### src/rtl/single_mips_alu_ctrl_muldiv_if.sv
// rtl/single_mips_alu_ctrl_muldiv_if.sv - decode-side bus of the ALU control / mul-div unit
interface single_mips_alu_ctrl_muldiv_if #(parameter int XLEN = 32);
  logic            VALID;
  logic [1:0]      ALU_OP;
  logic [5:0]      FUNCT;
  logic [XLEN-1:0] SRC_A;
  logic [XLEN-1:0] SRC_B;
  logic [3:0]      ALU_CTRL;
  logic            ILLEGAL;
  logic            STALL;
  logic            MD_BUSY;
  logic            MD_DONE;
  logic [XLEN-1:0] HI;
  logic [XLEN-1:0] LO;
  logic [XLEN-1:0] MD_RESULT;

  modport master (
    output VALID, ALU_OP, FUNCT, SRC_A, SRC_B,
    input  ALU_CTRL, ILLEGAL, STALL, MD_BUSY, MD_DONE, HI, LO, MD_RESULT
  );

  modport slave (
    input  VALID, ALU_OP, FUNCT, SRC_A, SRC_B,
    output ALU_CTRL, ILLEGAL, STALL, MD_BUSY, MD_DONE, HI, LO, MD_RESULT
  );
endinterface

### src/rtl/single_mips_alu_ctrl_muldiv.sv
// rtl/single_mips_alu_ctrl_muldiv.sv - ALU control decode with iterative mult/div engine and HI/LO
// The engine is built only when MIPS_MULDIV_EN is defined; otherwise MD-class functs decode as illegal.
module single_mips_alu_ctrl_muldiv #(parameter int XLEN = 32) (
  input logic CLK,
  input logic RST,
  single_mips_alu_ctrl_muldiv_if.slave bus
);
`ifdef MIPS_MULDIV_EN
  localparam bit MD_EN = 1'b1;
`else
  localparam bit MD_EN = 1'b0;
`endif
  localparam logic [5:0] F_MFHI = 6'b010000;
  localparam logic [5:0] F_MTHI = 6'b010001;
  localparam logic [5:0] F_MFLO = 6'b010010;
  localparam logic [5:0] F_MTLO = 6'b010011;

  logic       r_type, md_funct, r_known;
  logic [3:0] r_ctrl;

  assign r_type   = bus.ALU_OP == 2'b10;
  assign md_funct = (bus.FUNCT[5:2] == 4'b0100) || (bus.FUNCT[5:2] == 4'b0110);

  always_comb begin
    r_ctrl  = 4'b1111;
    r_known = 1'b1;
    case (bus.FUNCT)
      6'b100000, 6'b100001: r_ctrl = 4'b0010;
      6'b100010, 6'b100011: r_ctrl = 4'b0110;
      6'b100100:            r_ctrl = 4'b0000;
      6'b100101:            r_ctrl = 4'b0001;
      6'b100110:            r_ctrl = 4'b0011;
      6'b100111:            r_ctrl = 4'b0100;
      6'b101010:            r_ctrl = 4'b0111;
      6'b101011:            r_ctrl = 4'b0101;
      6'b000000:            r_ctrl = 4'b1000;
      6'b000010:            r_ctrl = 4'b1001;
      6'b000011:            r_ctrl = 4'b1010;
      default:              r_known = 1'b0;
    endcase
  end

  assign bus.ALU_CTRL = (bus.ALU_OP == 2'b00) ? 4'b0010 : (bus.ALU_OP[0] ? 4'b0110 : r_ctrl);
  assign bus.ILLEGAL  = bus.VALID && r_type && !(r_known || (MD_EN && md_funct));

`ifdef MIPS_MULDIV_EN
  localparam int CW = $clog2(XLEN);
  localparam logic [XLEN-1:0] XMIN = {1'b1, {(XLEN-1){1'b0}}};

  typedef enum logic [1:0] {IDLE, RUN, FIXUP} state_t;
  state_t state, state_nx;

  logic [CW-1:0]     cnt;
  logic [2*XLEN-1:0] acc, prod;
  logic [XLEN-1:0]   opnd, a_raw, hi_q, lo_q, a_abs, b_abs, quo, rem;
  logic [XLEN:0]     mul_sum, div_trial;
  logic              is_div, neg_res, neg_rem, div_zero, div_ovf, done_q;
  logic              accept, start, sgn, a_neg, b_neg;

  assign accept = bus.VALID && r_type && md_funct && (state == IDLE);
  assign start  = accept && bus.FUNCT[3];
  assign sgn    = !bus.FUNCT[0];
  assign a_neg  = sgn && bus.SRC_A[XLEN-1];
  assign b_neg  = sgn && bus.SRC_B[XLEN-1];
  assign a_abs  = a_neg ? -bus.SRC_A : bus.SRC_A;
  assign b_abs  = b_neg ? -bus.SRC_B : bus.SRC_B;

  always_ff @(posedge CLK) begin
    if (RST) state <= IDLE;
    else     state <= state_nx;
  end

  always_comb begin
    state_nx = state;
    case (state)
      IDLE:    if (start) state_nx = RUN;
      RUN:     if (cnt == CW'(XLEN-1)) state_nx = FIXUP;
      FIXUP:   state_nx = IDLE;
      default: state_nx = IDLE;
    endcase
  end

  // acc holds {partial, multiplier} for mult and {remainder, dividend/quotient} for div
  assign mul_sum   = {1'b0, acc[2*XLEN-1:XLEN]} + (acc[0] ? {1'b0, opnd} : '0);
  assign div_trial = acc[2*XLEN-1:XLEN-1] - {1'b0, opnd};
  assign prod      = neg_res ? -acc : acc;
  assign quo       = neg_res ? -acc[XLEN-1:0] : acc[XLEN-1:0];
  assign rem       = neg_rem ? -acc[2*XLEN-1:XLEN] : acc[2*XLEN-1:XLEN];

  always_ff @(posedge CLK) begin
    if (RST) begin
      cnt <= '0; acc <= '0; opnd <= '0; a_raw <= '0; hi_q <= '0; lo_q <= '0;
      is_div <= 1'b0; neg_res <= 1'b0; neg_rem <= 1'b0;
      div_zero <= 1'b0; div_ovf <= 1'b0; done_q <= 1'b0;
    end else begin
      done_q <= 1'b0;
      case (state)
        IDLE: begin
          if (accept && bus.FUNCT == F_MTHI) hi_q <= bus.SRC_A;
          if (accept && bus.FUNCT == F_MTLO) lo_q <= bus.SRC_A;
          if (start) begin
            is_div   <= bus.FUNCT[1];
            neg_res  <= a_neg ^ b_neg;
            neg_rem  <= a_neg;
            a_raw    <= bus.SRC_A;
            div_zero <= bus.SRC_B == '0;
            div_ovf  <= sgn && bus.SRC_A == XMIN && bus.SRC_B == '1;
            cnt      <= '0;
            opnd     <= bus.FUNCT[1] ? b_abs : a_abs;
            acc      <= {{XLEN{1'b0}}, bus.FUNCT[1] ? a_abs : b_abs};
          end
        end
        RUN: begin
          cnt <= cnt + CW'(1);
          if (is_div)
            acc <= {div_trial[XLEN] ? acc[2*XLEN-2:XLEN-1] : div_trial[XLEN-1:0],
                    acc[XLEN-2:0], ~div_trial[XLEN]};
          else
            acc <= {mul_sum, acc[XLEN-1:1]};
        end
        FIXUP: begin
          done_q <= 1'b1;
          if (!is_div) begin
            {hi_q, lo_q} <= prod;
          end else if (div_zero) begin
            hi_q <= a_raw;
            lo_q <= '1;
          end else if (div_ovf) begin
            hi_q <= '0;
            lo_q <= XMIN;
          end else begin
            hi_q <= rem;
            lo_q <= quo;
          end
        end
        default: ;
      endcase
    end
  end

  assign bus.MD_BUSY   = state != IDLE;
  assign bus.MD_DONE   = done_q;
  assign bus.HI        = hi_q;
  assign bus.LO        = lo_q;
  assign bus.STALL     = bus.VALID && r_type && md_funct && (state != IDLE);
  assign bus.MD_RESULT = (bus.VALID && r_type && bus.FUNCT == F_MFHI) ? hi_q :
                         (bus.VALID && r_type && bus.FUNCT == F_MFLO) ? lo_q : '0;
`else
  logic unused_inputs;
  assign unused_inputs = ^{CLK, RST, bus.SRC_A, bus.SRC_B, F_MFHI, F_MTHI, F_MFLO, F_MTLO};
  assign bus.MD_BUSY   = 1'b0;
  assign bus.MD_DONE   = 1'b0;
  assign bus.HI        = '0;
  assign bus.LO        = '0;
  assign bus.STALL     = 1'b0;
  assign bus.MD_RESULT = '0;
`endif
endmodule

### src/flat_wrapper.sv
// flat-port wrapper written by rule: the top's interface ports become plain ports
module single_mips_alu_ctrl_muldiv_flat 
#(parameter int XLEN = 32)
  (CLK, RST, bus_VALID, bus_ALU_OP, bus_FUNCT, bus_SRC_A, bus_SRC_B, bus_ALU_CTRL, bus_ILLEGAL, bus_STALL, bus_MD_BUSY, bus_MD_DONE, bus_HI, bus_LO, bus_MD_RESULT);
  single_mips_alu_ctrl_muldiv_if #(.XLEN(XLEN)) bus_i ();
  input logic CLK;
  input logic RST;
  input wire logic [$bits(bus_i.VALID)-1:0] bus_VALID;
  input wire logic [$bits(bus_i.ALU_OP)-1:0] bus_ALU_OP;
  input wire logic [$bits(bus_i.FUNCT)-1:0] bus_FUNCT;
  input wire logic [$bits(bus_i.SRC_A)-1:0] bus_SRC_A;
  input wire logic [$bits(bus_i.SRC_B)-1:0] bus_SRC_B;
  output wire logic [$bits(bus_i.ALU_CTRL)-1:0] bus_ALU_CTRL;
  output wire logic [$bits(bus_i.ILLEGAL)-1:0] bus_ILLEGAL;
  output wire logic [$bits(bus_i.STALL)-1:0] bus_STALL;
  output wire logic [$bits(bus_i.MD_BUSY)-1:0] bus_MD_BUSY;
  output wire logic [$bits(bus_i.MD_DONE)-1:0] bus_MD_DONE;
  output wire logic [$bits(bus_i.HI)-1:0] bus_HI;
  output wire logic [$bits(bus_i.LO)-1:0] bus_LO;
  output wire logic [$bits(bus_i.MD_RESULT)-1:0] bus_MD_RESULT;
  assign bus_i.VALID = bus_VALID;
  assign bus_i.ALU_OP = bus_ALU_OP;
  assign bus_i.FUNCT = bus_FUNCT;
  assign bus_i.SRC_A = bus_SRC_A;
  assign bus_i.SRC_B = bus_SRC_B;
  assign bus_ALU_CTRL = bus_i.ALU_CTRL;
  assign bus_ILLEGAL = bus_i.ILLEGAL;
  assign bus_STALL = bus_i.STALL;
  assign bus_MD_BUSY = bus_i.MD_BUSY;
  assign bus_MD_DONE = bus_i.MD_DONE;
  assign bus_HI = bus_i.HI;
  assign bus_LO = bus_i.LO;
  assign bus_MD_RESULT = bus_i.MD_RESULT;
  single_mips_alu_ctrl_muldiv #(.XLEN(XLEN)) u_core (.CLK(CLK), .RST(RST), .bus(bus_i));
endmodule
### config.mk
export PLATFORM = sky130hd
export DESIGN_NAME = single_mips_alu_ctrl_muldiv_flat
export DESIGN_NICKNAME = d
export VERILOG_FILES = /design/src/rtl/single_mips_alu_ctrl_muldiv_if.sv /design/src/rtl/single_mips_alu_ctrl_muldiv.sv /design/src/flat_wrapper.sv
export SDC_FILE = /design/constraint.sdc
export NUM_CORES = 1
export LEC_CHECK = 0
export CAP_MARGIN = 20
export CORE_ASPECT_RATIO = 0.75
export CORE_MARGIN = 2
export CORE_UTILIZATION = 21
export DETAILED_ROUTE_END_ITERATION = 10
export PLACE_DENSITY = 0.85
export SYNTH_ARGS = -nofsm -noshare
export SYNTH_HDL_FRONTEND = slang
export SYNTH_SLANG_ARGS = --single-unit
export TNS_END_PERCENT = 50
### constraint.sdc
create_clock -name vclk -period 1.1
set_input_delay 0.11 -clock vclk [all_inputs]
set_output_delay 0.11 -clock vclk [all_outputs]
set_load 0.02 [all_outputs]
==> metrics <==
sequential cell count of the final layout=0; effective utilization at floorplan=0.216; area occupied by registers=0 um^2; via count=543; element type at the critical path end=output port; number of setup violations in the final report=0; leakage=0.503 nW; count of standard-cell rows=21; number of warning messages in the yosys log=0; Pre-Repair DR Iteration Count=2; Post-Synth Adder-Cell Area=0.0119; post-layout net count=226; number of buffers inserted by port buffering=14; routability congestion estimate from global placement=0.645; synthesized area per cell=7.11 um^2; Final Power=0.000446 W; crit path max fanout=2; layout cell share with drive strength beyond 1=0.161; Inst Count DP=205; launching element of the worst setup path=bus_FUNCT[3]; Wirelength per Cell=6.61 um; clkbuf count=0; Max Cap Viol=0; number of standard cells in the layout, taps in and fillers out=206; Final Hold Fails=0; Hold Crit Start=bus_FUNCT[4]; largest vdd supply drop=0.000101 V; Netlist cell types=22; Arrival @ worst endpoint=0.98 ns; via count of the first global-routing pass=337; area growth from synthesis to layout=-13.8%; post-route DRC violation count=0; number of max-slew violations in the final report=0; die area=0.00506 mm^2; share of cell area taken by muxes after synthesis=0; number of antenna-violating nets in the routed design=0; category of the critical setup timing path=in2out; horizontal extent of the die=81.5 um; simple logic cell fraction of the synthesized area=0.0833; unrepaired setup endpoints after global routing=yes; number of antenna violations at the first check in global routing=0; top-level I/O count=179; highest clock frequency the design can meet=0.921 GHz; dominant combinational cell family by area after synthesis=buffers and inverters; Worst Hold Margin=0.642 ns; final wirelength=1360 um; Floorplan Core Area=0.00439 mm^2; required time reported for the critical path endpoint=0.99 ns; maximum number of pins on one net before global-route repair=9; XOR/XNOR Fraction of Synth Area=0.00926; per-cell via count in the routed design=2.64; overall die height=62.1 um; sequential share of the synthesized area=0; overflow left after global routing=0; element type at the critical path start=primary input; First DRT Iteration DRCs=27; final core utilization=0.186; share of the clock period used by the worst path after layout=0.987; DP Wirelength=1210 um; global-route total usage across every layer=0.0422; share of the synthesized area in compound gates (AO/OA/AOI/OAI)=0.0767; number of inserted filler cells in the final layout=510; final critical-path required period=1.09 ns; Pwr Density=546 mW/mm^2; final antenna diode count=0; Synth Instances=133; type of the worst min-delay path=in2out; post-synthesis instance area=946 um^2; global-route wire length before repair=1740 um; accumulated negative setup slack=0 ns; run status=finished clean
-- power by group --
part	switching [W]	internal, W
Sequential	0	0
Clock	0	0
Combinational	0.000372	0.0000741
Total	0.000372	0.0000741
-- what timing repair did --
item	in CTS	in global routing
pin swaps	6	1
hold buffers	0	0
resized for setup	63	4
setup buffers	1	0
endpoints found under the setup margin	5	4
-- final cells by class --
type / instances / area [um^2] / area share
Inverter: 4 / 15.0 / 0.0184
Multi-Input combinational cell: 125 / 571 / 0.699
Timing Repair Buffer: 20 / 159 / 0.195
Tap cell: 57 / 71.3 / 0.0874
-- critical path, cell delays in order --
cell and delay [ns]:
sky130_fd_sc_hd__buf_8 0.09, sky130_fd_sc_hd__or3b_1 0.37, sky130_fd_sc_hd__a31oi_1 0.14, sky130_fd_sc_hd__o21ai_1 0.10
sky130_fd_sc_hd__buf_4 0.16
-- worst paths after layout --
path / slack, ns / depth (start not counted) / end
max: 0.01 / 5 / bus_ALU_CTRL[1]
min: 0.64 / 4 / bus_ALU_CTRL[3]
-- placed cells by master (no fill, tap or decap), types with 2 or more instances in the layout --
cell type,Yosys,final
sky130_fd_sc_hd__dlygate4sd2_1,0,3
sky130_fd_sc_hd__buf_4,99,10
sky130_fd_sc_hd__nor2_1,4,4
sky130_fd_sc_hd__conb_1,1,99
sky130_fd_sc_hd__o21ai_1,0,2
sky130_fd_sc_hd__buf_2,0,3
sky130_fd_sc_hd__nand3b_1,2,2
sky130_fd_sc_hd__nand2b_1,2,2
sky130_fd_sc_hd__buf_6,0,2
sky130_fd_sc_hd__a21oi_2,1,2
sky130_fd_sc_hd__a31oi_1,2,2
sky130_fd_sc_hd__inv_1,4,4
-- synth_stat cells --
cell	count	area (um^2)
sky130_fd_sc_hd__a21oi_1	1	5.00
sky130_fd_sc_hd__buf_4	99	743
sky130_fd_sc_hd__nor2_1	4	15.0
sky130_fd_sc_hd__nand3b_1	2	15.0
sky130_fd_sc_hd__clkbuf_2	1	5.00
sky130_fd_sc_hd__o21a_1	1	7.51
sky130_fd_sc_hd__a31oi_1	2	12.5
sky130_fd_sc_hd__nand3_1	1	5.00
sky130_fd_sc_hd__or3b_1	1	8.76
sky130_fd_sc_hd__inv_1	4	15.0
sky130_fd_sc_hd__a221oi_1	1	8.76
sky130_fd_sc_hd__conb_1	1	3.75
sky130_fd_sc_hd__o31ai_1	2	15.0
sky130_fd_sc_hd__a21oi_2	1	8.76
sky130_fd_sc_hd__nand4b_1	1	8.76
sky130_fd_sc_hd__clkbuf_1	2	7.51
sky130_fd_sc_hd__xnor2_1	1	8.76
sky130_fd_sc_hd__maj3_2	1	11.3
sky130_fd_sc_hd__o21ai_0	3	15.0
sky130_fd_sc_hd__nor4_1	1	6.26
sky130_fd_sc_hd__and2b_1	1	7.51
sky130_fd_sc_hd__nand2b_1	2	12.5
-- kinds of logic (layout without fill, tap and decap cells) --
kind of cell,after synthesis,after routing
AO/OA/AOI/OAI,11,11
AND/OR/NAND/NOR,13,13
XOR/XNOR,1,1
other,1,99
adder cells (fa/ha/maj),1,1
buffers and inverters,106,24
-- layer usage --
layer / vias to the layer above / wire, um / share of wire / track usage
li1: 253 / - / - / -
met1: 250 / 369 / 0.27 / 0.0439
met2: 40 / 810 / 0.60 / 0.0891
met3: 0 / 180 / 0.13 / 0.00727
met4: 0 / 0 / 0 / 0
met5: - / 0 / 0 / 0
-- per-stage QoR --
| stage | setup WS [ns] | cell area [um^2] |
|---|---|---|
| global route | -0.0207 | 816 |
| floorplan | -0.0255 | 1320 |
| detailed placement | -0.868 | 813 |
| global placement | -0.820 | 813 |
| finish | 0.0146 | 816 |
| CTS | -0.00476 | 815 |
(Power assumes the default switching activity.)
